[src/rtl/serial_subtractor.sv]
`default_nettype none
// +----------------------------------------------------------------------------+
// | Module      : serial_subtractor                                            |
// | Description : Bit-serial unsigned subtractor. Computes A - B one bit per   |
// |               clock, LSB first, using a running borrow. The result, the    |
// |               final borrow and a zero flag are registered when the last    |
// |               bit is processed, and they hold until the next completion.   |
// | Ports       : clk    - single clock, rising edge                           |
// |               rst_n  - synchronous active-low reset                        |
// |               start  - begin a subtraction (sampled in IDLE only)          |
// |               A, B   - minuend / subtrahend, captured on start             |
// |               busy   - high while bits are being processed                 |
// |               done   - one-cycle pulse when the result is valid            |
// |               Y      - A - B modulo 2^bits                                 |
// |               borrow - 1 iff A < B (unsigned)                              |
// |               zero   - 1 iff Y == 0                                        |
// | Revision    : 1.0 - initial release                                        |
// +----------------------------------------------------------------------------+
module serial_subtractor #(
  parameter int bits = 4
) (
  input  logic            clk,
  input  logic            rst_n,
  input  logic            start,
  input  logic [bits-1:0] A,
  input  logic [bits-1:0] B,
  output logic            busy,
  output logic            done,
  output logic [bits-1:0] Y,
  output logic            borrow,
  output logic            zero
);

  // One spare bit so the counter can never wrap for any legal width.
  localparam int CNT_W = $clog2(bits) + 1;

  typedef enum logic [1:0] {
    IDLE = 2'd0,
    RUN  = 2'd1,
    DONE = 2'd2
  } state_t;

  state_t            state;
  state_t            state_next;

  logic [bits-1:0]   a_sh;
  logic [bits-1:0]   b_sh;
  logic [bits-1:0]   res_sh;
  logic [CNT_W-1:0]  cnt;
  logic              br;
  logic [bits-1:0]   y_q;
  logic              borrow_q;
  logic              zero_q;

  logic              a_bit;
  logic              b_bit;
  logic              d_bit;
  logic              br_next;
  logic              last_bit;
  logic [bits-1:0]   res_next;

  // Full-subtractor cell on the current LSBs.
  assign a_bit    = a_sh[0];
  assign b_bit    = b_sh[0];
  assign d_bit    = a_bit ^ b_bit ^ br;
  assign br_next  = (~a_bit & b_bit) | (~(a_bit ^ b_bit) & br);
  assign last_bit = (cnt == CNT_W'(bits - 1));
  // Difference bits enter at the MSB so after 'bits' shifts bit 0 sits at the LSB.
  assign res_next = {d_bit, res_sh[bits-1:1]};

  always_ff @(posedge clk) begin
    if (!rst_n) begin
      state <= IDLE;
    end else begin
      state <= state_next;
    end
  end

  always_comb begin
    state_next = state;
    case (state)
      IDLE:    if (start) state_next = RUN;
      RUN:     if (last_bit) state_next = DONE;
      DONE:    state_next = IDLE;
      default: state_next = IDLE;
    endcase
  end

  always_ff @(posedge clk) begin
    if (!rst_n) begin
      a_sh     <= '0;
      b_sh     <= '0;
      res_sh   <= '0;
      cnt      <= '0;
      br       <= 1'b0;
      y_q      <= '0;
      borrow_q <= 1'b0;
      zero_q   <= 1'b0;
    end else begin
      case (state)
        IDLE: begin
          if (start) begin
            a_sh   <= A;
            b_sh   <= B;
            res_sh <= '0;
            cnt    <= '0;
            br     <= 1'b0;
          end
        end
        RUN: begin
          a_sh   <= a_sh >> 1;
          b_sh   <= b_sh >> 1;
          res_sh <= res_next;
          br     <= br_next;
          cnt    <= cnt + 1'b1;
          if (last_bit) begin
            y_q      <= res_next;
            borrow_q <= br_next;
            zero_q   <= (res_next == '0);
          end
        end
        default: ;
      endcase
    end
  end

  assign busy   = (state == RUN);
  assign done   = (state == DONE);
  assign Y      = y_q;
  assign borrow = borrow_q;
  assign zero   = zero_q;

endmodule
`default_nettype wire

[config.mk]
export PLATFORM = sky130hd
export DESIGN_NAME = serial_subtractor
export DESIGN_NICKNAME = d
export VERILOG_FILES = /design/src/rtl/serial_subtractor.sv
export SDC_FILE = /design/constraint.sdc
export NUM_CORES = 1
export LEC_CHECK = 0
export CAP_MARGIN = 15
export CORE_MARGIN = 1
export CORE_UTILIZATION = 30
export CTS_CLUSTER_DIAMETER = 60
export DETAILED_ROUTE_END_ITERATION = 16
export PLACE_DENSITY = 0.52
export SLEW_MARGIN = 20
export SYNTH_ARGS = -nofsm -noshare
export SYNTH_HDL_FRONTEND = slang
export SYNTH_SLANG_ARGS = --single-unit
[constraint.sdc]
create_clock -name clk -period 1.7 [get_ports clk]
set_input_delay 0.34 -clock clk [delete_from_list [all_inputs] [get_ports clk]]
set_output_delay 0.34 -clock clk [all_outputs]
set_load 0.02 [all_outputs]
==> metrics.md, run 1 <==
| Metric | Value |
|---|---|
| Status | `completed` |
| Remaining antenna violation count | `0` |
| Final Setup Violations | `0` |
| Peak VDD IR | `270.6 uV` |
| FMAX | `between 600 and 700 MHz` |
| Final Max Slew Viols | `0` |
| Post-synth top area cell | `dfxtp_1` |
| Sw power | `about 0.00026 W` |
| First-pass GRT wire length | `approximately 3300 um` |
| Measured slew at the worst slew-check pin | `0.3981 ns` |
| Clock tree from TritonCTS | `done` |
| Boundary Pins | `19` |
| Worst Path Buf+Inv | `1` |
| Pwr dens | `roughly 800 nW/um^2` |
| Top delay family on crit path | `buffers and inverters` |
| Most frequent cells in the layout | `23 x dfxtp_1, 16 x clkdlybuf4s50_1, 13 x nand2_1` |
| Initial drt markers | `14` |
| Synth Register Bits | `23` |
| Port bufs | `18` |
| Placed Cells | `165` |
| Met2 usage | `between 20% and 30%` |
| Final Hold Fails | `0` |
| Commonest non-fill, non-tap cell in the layout | `dfxtp_1` |
| Global route overflow | `0` |
| Final wirelength | `around 2000 um` |
| Placement Setup Slack | `around 0.033 ns` |
| Initial core utilization | `a little under a third` |
| Filler Cell Count | `roughly 330` |
| Clk pwr share | `between 20% and 30%` |
| Synth unique cells | `30` |
| Synth Warn # | `0` |
| Worst path max stage delay | `~0.60 ns` |
| Die Wd | `just under 60 um` |
| Slowest CP cell | `clkdlybuf4s50_1` |
| Sequential fraction of the synthesis area | `between 40% and 50%` |
| DRC Markers | `0` |
| Synthesized area per cell | `roughly 9.4 um^2` |
| Met1 usage | `roughly 17%` |
| Setup TNS | `0 ns` |
| Hold Path Class | `reg -> reg` |
| CTS HTree Levels | `1` |
| Yosys top cell area share | `a little under half` |
| Setup crit start kind | `flop` |
| Final WS setup | `0.08462 ns` |
| Slew Limit Headroom | `around three quarters` |
| Finished Layout Cells | `about 170` |
| CTS sink cnt | `23` |
| Vias in the first global route | `about 740` |
| Area growth from synthesis to layout | `24.84%` |
| Total global-route track usage | `roughly an eighth` |
| Int Pwr | `between 0.0007 and 0.0008 W` |
| Sw frac | `approximately a quarter` |
| Met3 Use GR | `2.838%` |
| WS Path Type | `reg -> out` |
| CTS clk-pin slew, worst paths | `between 0.1 and 0.15 ns` |
| Lkg Pwr | `~0.45 nW` |
| Via/cell ratio | `approximately 4.6` |
| Final net count | `140` |
| Critical Path AT | `around 1.3 ns` |
| Post-Syn Area | `982.2 um^2` |
| Fin crit share | `a little over nine tenths` |
| Routability congestion estimate from global placement | `about 0.72` |
| Worst-Skew Late Latency | `approximately 0.31 ns` |
| Largest net degree at the start of global routing | `20` |
| Diodes inserted | `0` |
| Die area | `roughly 3500 um^2` |
| Maximum buffer depth of the clock tree | `2` |
| Synth Instances | `roughly 100` |
| Core area | `between 3000 and 4000 um^2` |
| WP data required | `approximately 1.4 ns` |
| Site Rows | `20` |
| Initial antenna violation count | `0` |
| GR peak layer | `met2` |
| Fin Hold WS | `about 0.47 ns` |
| CP endpoint kind | `output pin` |
| Unrepaired setup endpoints after global routing | `false` |
| Layout cell share with drive strength beyond 1 | `around 11%` |
| Syn nets | `around 120` |
| Sequential share of power | `59.0%` |
| CP Cell Sequence | `clkdlybuf4s50_1` |
| Max-cap violations | `0` |
| CP Max Fanout | `2` |
| Via count | `785` |
| Ranking of synthesized cells by area | `dfxtp_1 47%, mux2i_1 5.1%, nand2_1 5.0%` |
| Comb pwr share | `between 10% and 20%` |
| CTS Buf Count | `3` |
| Max Clock Skew | `0.001329 ns` |
| Post-layout min period | `1.615 ns` |
| DRT Pass-1 Iters | `4` |
| Die Y | `59.22 um` |
| DP HPWL | `~1400 um` |
| Hold_buf cts | `0` |
| CTS root buf | `clkbuf_4` |
| Routed len/inst | `11.51 um` |
| Utilization after layout | `between 30 and 40%` |
-- through the flow --
stage                     instance area [um^2]  total power [W]
after floorplan                          982.2        0.0006824
after global placement                    1201        0.0007284
after detailed placement                  1201        0.0007320
after CTS                                 1226        0.0009966
after global routing                      1226         0.001031
final                                     1226        0.0009777
-- cells in the mapped netlist (all sizes together) --
library cell / instances
nor4: 1
o21ba: 1
inv: 5
nand2: 13
nand3: 7
nor4b: 2
dfxtp: 23
o31ai: 1
nor3: 1
nand2b: 1
a211oi: 6
mux2i: 5
nor2b: 1
o21ai: 8
fa: 1
o32ai: 2
nor2: 8
o22ai: 5
clkinv: 1
nand3b: 1
buf: 6
ha: 2
a21oi: 2
clkbuf: 1
-- worst paths after layout --
path / start / end / slack (ns) / cells past startpoint
worst max-delay path: Y[2]$_SDFFE_PN0P_ / Y[2] / 0.08 / 1
worst min-delay path: cnt[0]$_SDFFE_PN0P_ / cnt[0]$_SDFFE_PN0P_ / 0.47 / 1
worst max register to register: a_sh[0]$_SDFFE_PN0P_ / zero$_SDFFE_PN0P_ / 0.21 / 4
worst min register to register: cnt[0]$_SDFFE_PN0P_ / cnt[0]$_SDFFE_PN0P_ / 0.47 / 1
-- kinds of logic (layout without fill, tap and decap cells) --
kind of cell | count (synthesis) | in the layout | synth area share, %
AO/OA/AOI/OAI | 25 | 25 | 18.34
adder cells (fa/ha/maj) | 3 | 3 | 4.586
buffers and inverters | 13 | 34 | 8.533
flip-flops | 23 | 23 | 46.88
multiplexers | 5 | 5 | 5.096
AND/OR/NAND/NOR | 35 | 35 | 16.56
-- cell type report --
type | count | area, um^2 | area share [%]
clock buffers | 3 | 22.52 | 1.837
clock inverters | 1 | 5.005 | 0.4082
inverters | 6 | 22.52 | 1.837
multi-input cells | 68 | 437.9 | 35.71
flip-flops and latches | 23 | 460.4 | 37.55
well taps | 44 | 55.05 | 4.490
repair buffers | 24 | 222.7 | 18.16
-- registers in the layout, indices dropped and copies added, names as in the netlist --
register	cells
Y	4
a_sh	4
b_sh	4
borrow	1
br	1
cnt	3
res_sh	3
state	2
zero	1
-- worst register-to-register path: stages (launching register included) --
cell,delay [ns]
dfxtp_1,0.37
fa_1,0.51
nor4_1,0.30
nand3_1,0.11
a21oi_1,0.14
-- metal layers --
| metal | part of all wire (%) | up-vias |
|---|---|---|
| met5 | 0 | - |
| met4 | 1.8 | 0 |
| met3 | 3.4 | 5 |
| met2 | 44 | 18 |
| met1 | 50 | 353 |
| li1 | - | 409 |
-- power by group through the flow --
stage	combinational, W	sequential [W]	clock, W
after floorplan	0.0000954	0.000587	0
after global placement	0.000139	0.000589	0
after detailed placement	0.000142	0.000590	0
after CTS	0.000141	0.000578	0.000278
after global routing	0.000156	0.000581	0.000293
final	0.000139	0.000577	0.000262
-- repair_timing --
| action | 4_1_cts | 5_1_grt |
|---|---|---|
| endpoints found under the hold margin | 0 | 0 |
| setup buffers | 0 | 0 |
| endpoints found under the setup margin | 2 | 0 |
| resized for setup | 2 | 0 |
(Power assumes the default switching activity.)
==> run 2, diff against run 1 <==
- CAP_MARGIN: 15 -> default
==> results of run 2 <==
Same layout as run 1: the final DEF is identical, and so are final timing and power.
